### src/rtl/ctrl_mem_pkg.sv
// Shared CPU definitions for the MEM-stage controller: opcodes, NOP, FSM states
// and the instruction decode helpers.
package ctrl_mem_pkg;

  localparam logic [3:0]  OP_LD      = 4'b1000;
  localparam logic [3:0]  OP_ST      = 4'b1001;
  localparam logic [3:0]  OP_ALU_MAX = 4'b0111;
  localparam logic [15:0] NOP        = 16'h0000;

  typedef enum logic {
    IDLE = 1'b0,
    BUSY = 1'b1
  } ctrl_state_e;

  function automatic logic is_mem_op(input logic [15:0] ir);
    return (ir[15:12] == OP_LD) || (ir[15:12] == OP_ST);
  endfunction

  // ALU ops and loads write the register file; NOP never does.
  function automatic logic writes_reg(input logic [15:0] ir);
    return ((ir[15:12] <= OP_ALU_MAX) || (ir[15:12] == OP_LD)) && (ir != NOP);
  endfunction

endpackage

### src/rtl/ctrl_mem.sv
// MEM-stage controller: stalls the pipe around data-memory accesses and feeds WB.
// Define CTRL_MEM_TIMEOUT_EN to compile in the access timeout (o_mem_err).
import ctrl_mem_pkg::*;

module ctrl_mem #(
  parameter int unsigned TIMEOUT_CYCLES = 15
) (
  input  logic        clk,
  input  logic        rst,
  input  logic [15:0] i_ir_mem,
  input  logic        i_mem_ack,
  output logic        o_mem_req,
  output logic        o_mem_we,
  output logic        o_stall,
  output logic [15:0] o_ir_wb,
  output logic        o_wb_en,
  output logic        o_mem_err
);

  ctrl_state_e state_r;
  ctrl_state_e next_state_s;
  logic        stall_s;
  logic [15:0] ir_next_s;
  logic        timeout_s;
  logic        st_r;

`ifdef CTRL_MEM_TIMEOUT_EN
  localparam logic [3:0] LIMIT = 4'(TIMEOUT_CYCLES - 1);
  logic [3:0] cnt_r;

  assign timeout_s = (state_r == BUSY) && (cnt_r == LIMIT);

  // Access-age counter: held at zero while idle so it starts clean on BUSY entry.
  always_ff @(posedge clk or negedge rst) begin
    if (!rst) begin
      cnt_r <= 4'd0;
    end else if (state_r == IDLE) begin
      cnt_r <= 4'd0;
    end else if (!i_mem_ack) begin
      cnt_r <= cnt_r + 4'd1;
    end else begin
      cnt_r <= cnt_r;
    end
  end

  // Timeout pulse; a simultaneous ack takes priority.
  always_ff @(posedge clk or negedge rst) begin
    if (!rst) begin
      o_mem_err <= 1'b0;
    end else begin
      o_mem_err <= timeout_s && !i_mem_ack;
    end
  end
`else
  assign timeout_s = 1'b0;
  assign o_mem_err = 1'b0;
`endif

  // Next-state, stall and WB-stage instruction selection.
  always_comb begin
    next_state_s = state_r;
    stall_s      = 1'b0;
    ir_next_s    = i_ir_mem;
    case (state_r)
      IDLE: begin
        if (is_mem_op(i_ir_mem)) begin
          next_state_s = BUSY;
          stall_s      = 1'b1;
          ir_next_s    = NOP;
        end else begin
          next_state_s = IDLE;
        end
      end
      BUSY: begin
        if (i_mem_ack) begin
          next_state_s = IDLE;
        end else if (timeout_s) begin
          next_state_s = IDLE;
          ir_next_s    = NOP;
        end else begin
          stall_s   = 1'b1;
          ir_next_s = NOP;
        end
      end
      default: begin
        next_state_s = IDLE;
        ir_next_s    = NOP;
      end
    endcase
  end

  // State, store flag and WB-stage registers.
  always_ff @(posedge clk or negedge rst) begin
    if (!rst) begin
      state_r <= IDLE;
      st_r    <= 1'b0;
      o_ir_wb <= NOP;
      o_wb_en <= 1'b0;
    end else begin
      state_r <= next_state_s;
      if (state_r == IDLE) begin
        st_r <= (i_ir_mem[15:12] == OP_ST);
      end else begin
        st_r <= st_r;
      end
      o_ir_wb <= ir_next_s;
      o_wb_en <= writes_reg(ir_next_s);
    end
  end

  assign o_mem_req = (state_r == BUSY);
  assign o_mem_we  = (state_r == BUSY) && st_r;
  // Gate the combinational stall so it stays low while reset is held.
  assign o_stall   = stall_s && rst;

endmodule

### config.mk
export PLATFORM = sky130hd
export DESIGN_NAME = ctrl_mem
export DESIGN_NICKNAME = d
export VERILOG_FILES = /design/src/rtl/ctrl_mem_pkg.sv /design/src/rtl/ctrl_mem.sv
export SDC_FILE = /design/constraint.sdc
export NUM_CORES = 1
export LEC_CHECK = 0
export ABC_AREA = 1
export CORE_UTILIZATION = 38
export DETAILED_ROUTE_END_ITERATION = 7
export MAX_ROUTING_LAYER = met4
export PLACE_DENSITY_LB_ADDON = 0.15
export SKIP_CTS_REPAIR_TIMING = 1
export SYNTH_ARGS = -nofsm -noshare
export SYNTH_HDL_FRONTEND = slang
export SYNTH_SLANG_ARGS = --single-unit
### constraint.sdc
create_clock -name clk -period 1.5 [get_ports clk]
set_input_delay 0.15 -clock clk [delete_from_list [all_inputs] [get_ports clk]]
set_output_delay 0.15 -clock clk [all_outputs]
set_load 0.005 [all_outputs]
# After elaboration in Yosys (flattened, before gate mapping)
# Index checks and enable logic that the tools add are counted.
# word_totals
register_bits	19
inputBits	19
out_inout_bits	21
# op_classes
order_cmp	1
eq_ne	3
n_mux	6
bitwise_logic	1
reduce_logical	6
# ops
cell	count
16-bit two-way mux	2
16-bit one-hot mux with 2 select lines	1
16-bit nonzero test	1
4-bit == test (second input constant)	3
4-bit by 3-bit <= comparator with 1-bit output (second input constant)	1
1-bit logical AND	3
1-bit logical OR	2
1-bit two-way mux	2
1-bit one-hot mux with 2 select lines	1
1-bit NOT	1

# Logic depth before layout (Yosys ltp)
# depth
ltp_word	7
ltp_mapped	9
depth_no_buf	9

# Worst setup path before layout
# No wires, ideal clock.
# synth_path
kind	register -> register
from	reg state_r, in the netlist o_mem_req
to	reg o_wb_en
setup_ps	122
arrival_ps	1049
path_slack_ps	330
stages_incl_launch_ff	9
path_buffers	0
cell_sequence	dfrtp_1 nor2_2 nand2_4 nand2_4 inv_2 nand2_2 nand2_1 nor2_1 a21oi_1
# synth_between
elab_chain_len	5
elab_cells_between_ends	7
cone_classes	order compare: 1; eq/ne: 1; mux: 1; bitwise: 1; reduce/logical: 3
# synth_rtl
item	line	text
start, declared	ctrl_mem.sv:20	ctrl_state_e state_r;
start signal, assigned	ctrl_mem.sv:100	state_r <= next_state_s;
1-bit NOT	n/a	
16-bit one-hot mux with 2 select lines *	ctrl_mem.sv:64	case (state_r)
4-bit by 3-bit <= comparator with 1-bit output / 4-bit == test (equally long branches)	ctrl_mem_pkg.sv:21	return ((ir[15:12] <= OP_ALU_MAX) || (ir[15:12] == OP_LD)) && (ir != NOP);
1-bit logical OR	ctrl_mem_pkg.sv:21	
1-bit logical AND *	ctrl_mem_pkg.sv:21	
end signal, assigned	ctrl_mem.sv:107	o_wb_en <= writes_reg(ir_next_s);
end, declared	ctrl_mem.sv:16	output logic o_wb_en,
# Every way passes the cells marked *; elsewhere a longest branch is shown, timed or not.
# A chain may end at the register's enable or synchronous reset.

# Worst setup path after layout
# layout_path
from	reg state_r, in the netlist o_mem_req
to	out o_mem_req
# layout_rtl
item	line	text
end, declared	ctrl_mem.sv:12	output logic o_mem_req,
# No word-level cell between the ends.

==> summary.md <==
| Metric | Value |
|---|---|
| Syn. warnings | 0 |
| Worst setup SP type | flop |
| Final cell count without fillers | 160 |
| Most frequent cells in the layout | 36 x clkdlybuf4s50_1, 20 x inv_1, 19 x dfrtp_1 |
| Via total after detailed routing | 684 |
| Most common cell after layout, fill and taps aside | clkdlybuf4s50_1 |
| TritonCTS buffer count | 3 |
| Yosys cell types | 14 |
| Clk slew on worst S/H paths | 0.11 ns |
| Port Buf Inserts | 38 |
| Final Setup Violations | 0 |
| Vias in the first global route | 566 |
| GRT Util Overall | 17.4% |
| Drt first pass iters | 4 |
| # diodes | 0 |
| CP Max Fanout | 3 |
| Routed WL | 1600 µm |
| CTS tree | yes |
| Hold Violations, Final | 0 |
| Switch Pwr | 0.269 mW |
| Peak supply drop | 0.000774 V |
| Max Clock Skew | 0.0110 ns |
| CTS Root Buffer Type | clkbuf_4 |
| Power Dens Cells | 840 mW/mm² |
| Minimum clock period | 1.42 ns |
| Post-synthesis sequential area ratio | 60.7% |
| Data required time of the critical path | 1.35 ns |
| FMAX | 706 MHz |
| RD Place Congestion | 0.736 |
| Final period util | 94.4% |
| DR WL/cell | 10.0 µm |
| Placed cell areas | 0.00124 mm² |
| Clock Latency Late Sink | 0.30 ns |
| Starting DRT DRC Count | 17 |
| HPWL after DPL | 1230 µm |
| Row count | 16 |
| DRC | 0 |
| Synth top area share | 60.7% |
| Area contributors post-synth | dfrtp_1 61%, inv_1 9.6%, nor2_1 8.1% |
| Gate Count Post-Synth | 84 |
| Total grt overflow | 0 |
| Post-Syn Area | 783 µm² |
| CP arrival | 1.27 ns |
| Post-route cell area | 0.00128 mm² |
| Largest net degree at the start of global routing | 20 |
| Final Slew Violations | 0 |
| CTS sink cnt | 19 |
| Max Root-Sink Buffers | 2 |
| Core Box Area | 0.00194 mm² |
| Final ANT Viol Nets | 0 |
| Sw Ratio | 25.0% |
| Die X | 47.4 µm |
| P&R area growth vs syn | 63.7% |
| Starting density of the core | 40.3% |
| Leak | 0.681 nW |
| IO Pins | 40 |
| Final core utilization | 66.0% |
| Status | finished clean |
| First-pass GRT wire length | 2470 µm |
| Seq pwr share | 52.1% |
| Mean post-synth cell area | 9.32 µm² |
| Comb pwr share | 24.1% |
| Clock share of power | 23.8% |
| Placed insts | 155 |
| Max-Cap Viols | 0 |
| Seq cells post-synth | 19 |
| Int Pwr | 0.808 mW |
| Vias per Instance | 4.28 |
| Setup WS post-layout | 0.0846 ns |
| Layout cell share with drive strength beyond 1 | 16.5% |
| Initial antenna violation count | 0 |
| Crit Path Class | reg -> out |
| Syn nets | 103 |
| Die Ht | 47.4 µm |
| Full die area | 0.00225 mm² |
| Setup TNS | 0 ns |
| Hold Crit Class | in -> async |
| Worst Setup Slack post-DPL | -0.218 ns |
| Area leader, netlist | dfrtp_1 |
| Setup crit end kind | primary output |
| RSZ-0062 raised after global routing | true |
| Layout Nets | 153 |
| Max H-tree Level | 1 |
## sequential cells by signal (all words and copies together) (netlist names)
name,flops
o_ir_wb,16
o_mem_req,1
o_wb_en,1
st_r,1
## synthesized netlist by cell type
cell      count
nand2_4       3
buf_4         1
buf_2         1
o211ai_1      6
a21oi_1       2
nand2_2       1
nand2_1       6
nor2_1       17
nand3_1       3
nor2_2        2
conb_1        1
inv_2         2
dfrtp_1      19
inv_1        20
## logic make-up (layout without fill, tap and decap cells)
family	count (synthesis)	after routing	synth area share, %
compound gates	8	8	7.03
buf+inv	24	73	12.1
flops	19	19	60.7
simple gates	32	32	19.6
other cells	1	1	0.479
## routing by layer
metal | global-route usage (%) | part of all wire [%] | up-vias
li1 | - | - | 346
met1 | 21.9 | 42 | 310
met2 | 24.4 | 50 | 24
met3 | 5.38 | 6.2 | 4
met4 | 10.3 | 1.9 | 0
met5 | - | 0 | -
## through the flow
step                      total power, mW  hold slack (ns)
after floorplan                     0.655           -0.146
after global placement              0.824            0.460
after detailed placement            0.828            0.461
after CTS                            1.09            0.227
after global routing                 1.13            0.242
final                                1.08            0.225
## worst max-delay path, stage by stage (launching register included)
cell and delay, ns:
dfrtp_1 0.35, buf_4 0.13, clkdlybuf4s50_1 0.49
## final timing paths
check                             endpoint   startpoint  slack [ns]  cells after the start
worst max register to register     o_wb_en    o_mem_req        0.20                      9
worst max-delay path             o_mem_req    o_mem_req        0.08                      2
worst min register to register        st_r         st_r        0.48                      2
min in group clk                o_ir_wb[9]  i_ir_mem[9]        0.38                      3
max in group asynchronous       o_ir_wb[1]          rst        1.06                      2
worst min-delay path            o_ir_wb[9]          rst        0.22                      2
## power by group through the flow
stage,combinational (mW),clock [mW],sequential (mW)
4_1_cts,0.257,0.266,0.562
3_5_place_dp,0.256,0,0.573
6_report,0.259,0.257,0.561
2_1_floorplan,0.0743,0,0.581
3_3_place_gp,0.253,0,0.571
5_1_grt,0.288,0.282,0.565
## layout make-up
class                      count  area (µm²)
fill                         174         659
sequential                    19         475
timing repair buffer          47         445
multi-input combinational     41         218
inverter                      22        82.6
tap                           27        33.8
clock buffer                   3        22.5
clock inverter                 1        5.00
Power figures use the tool's default switching activity.
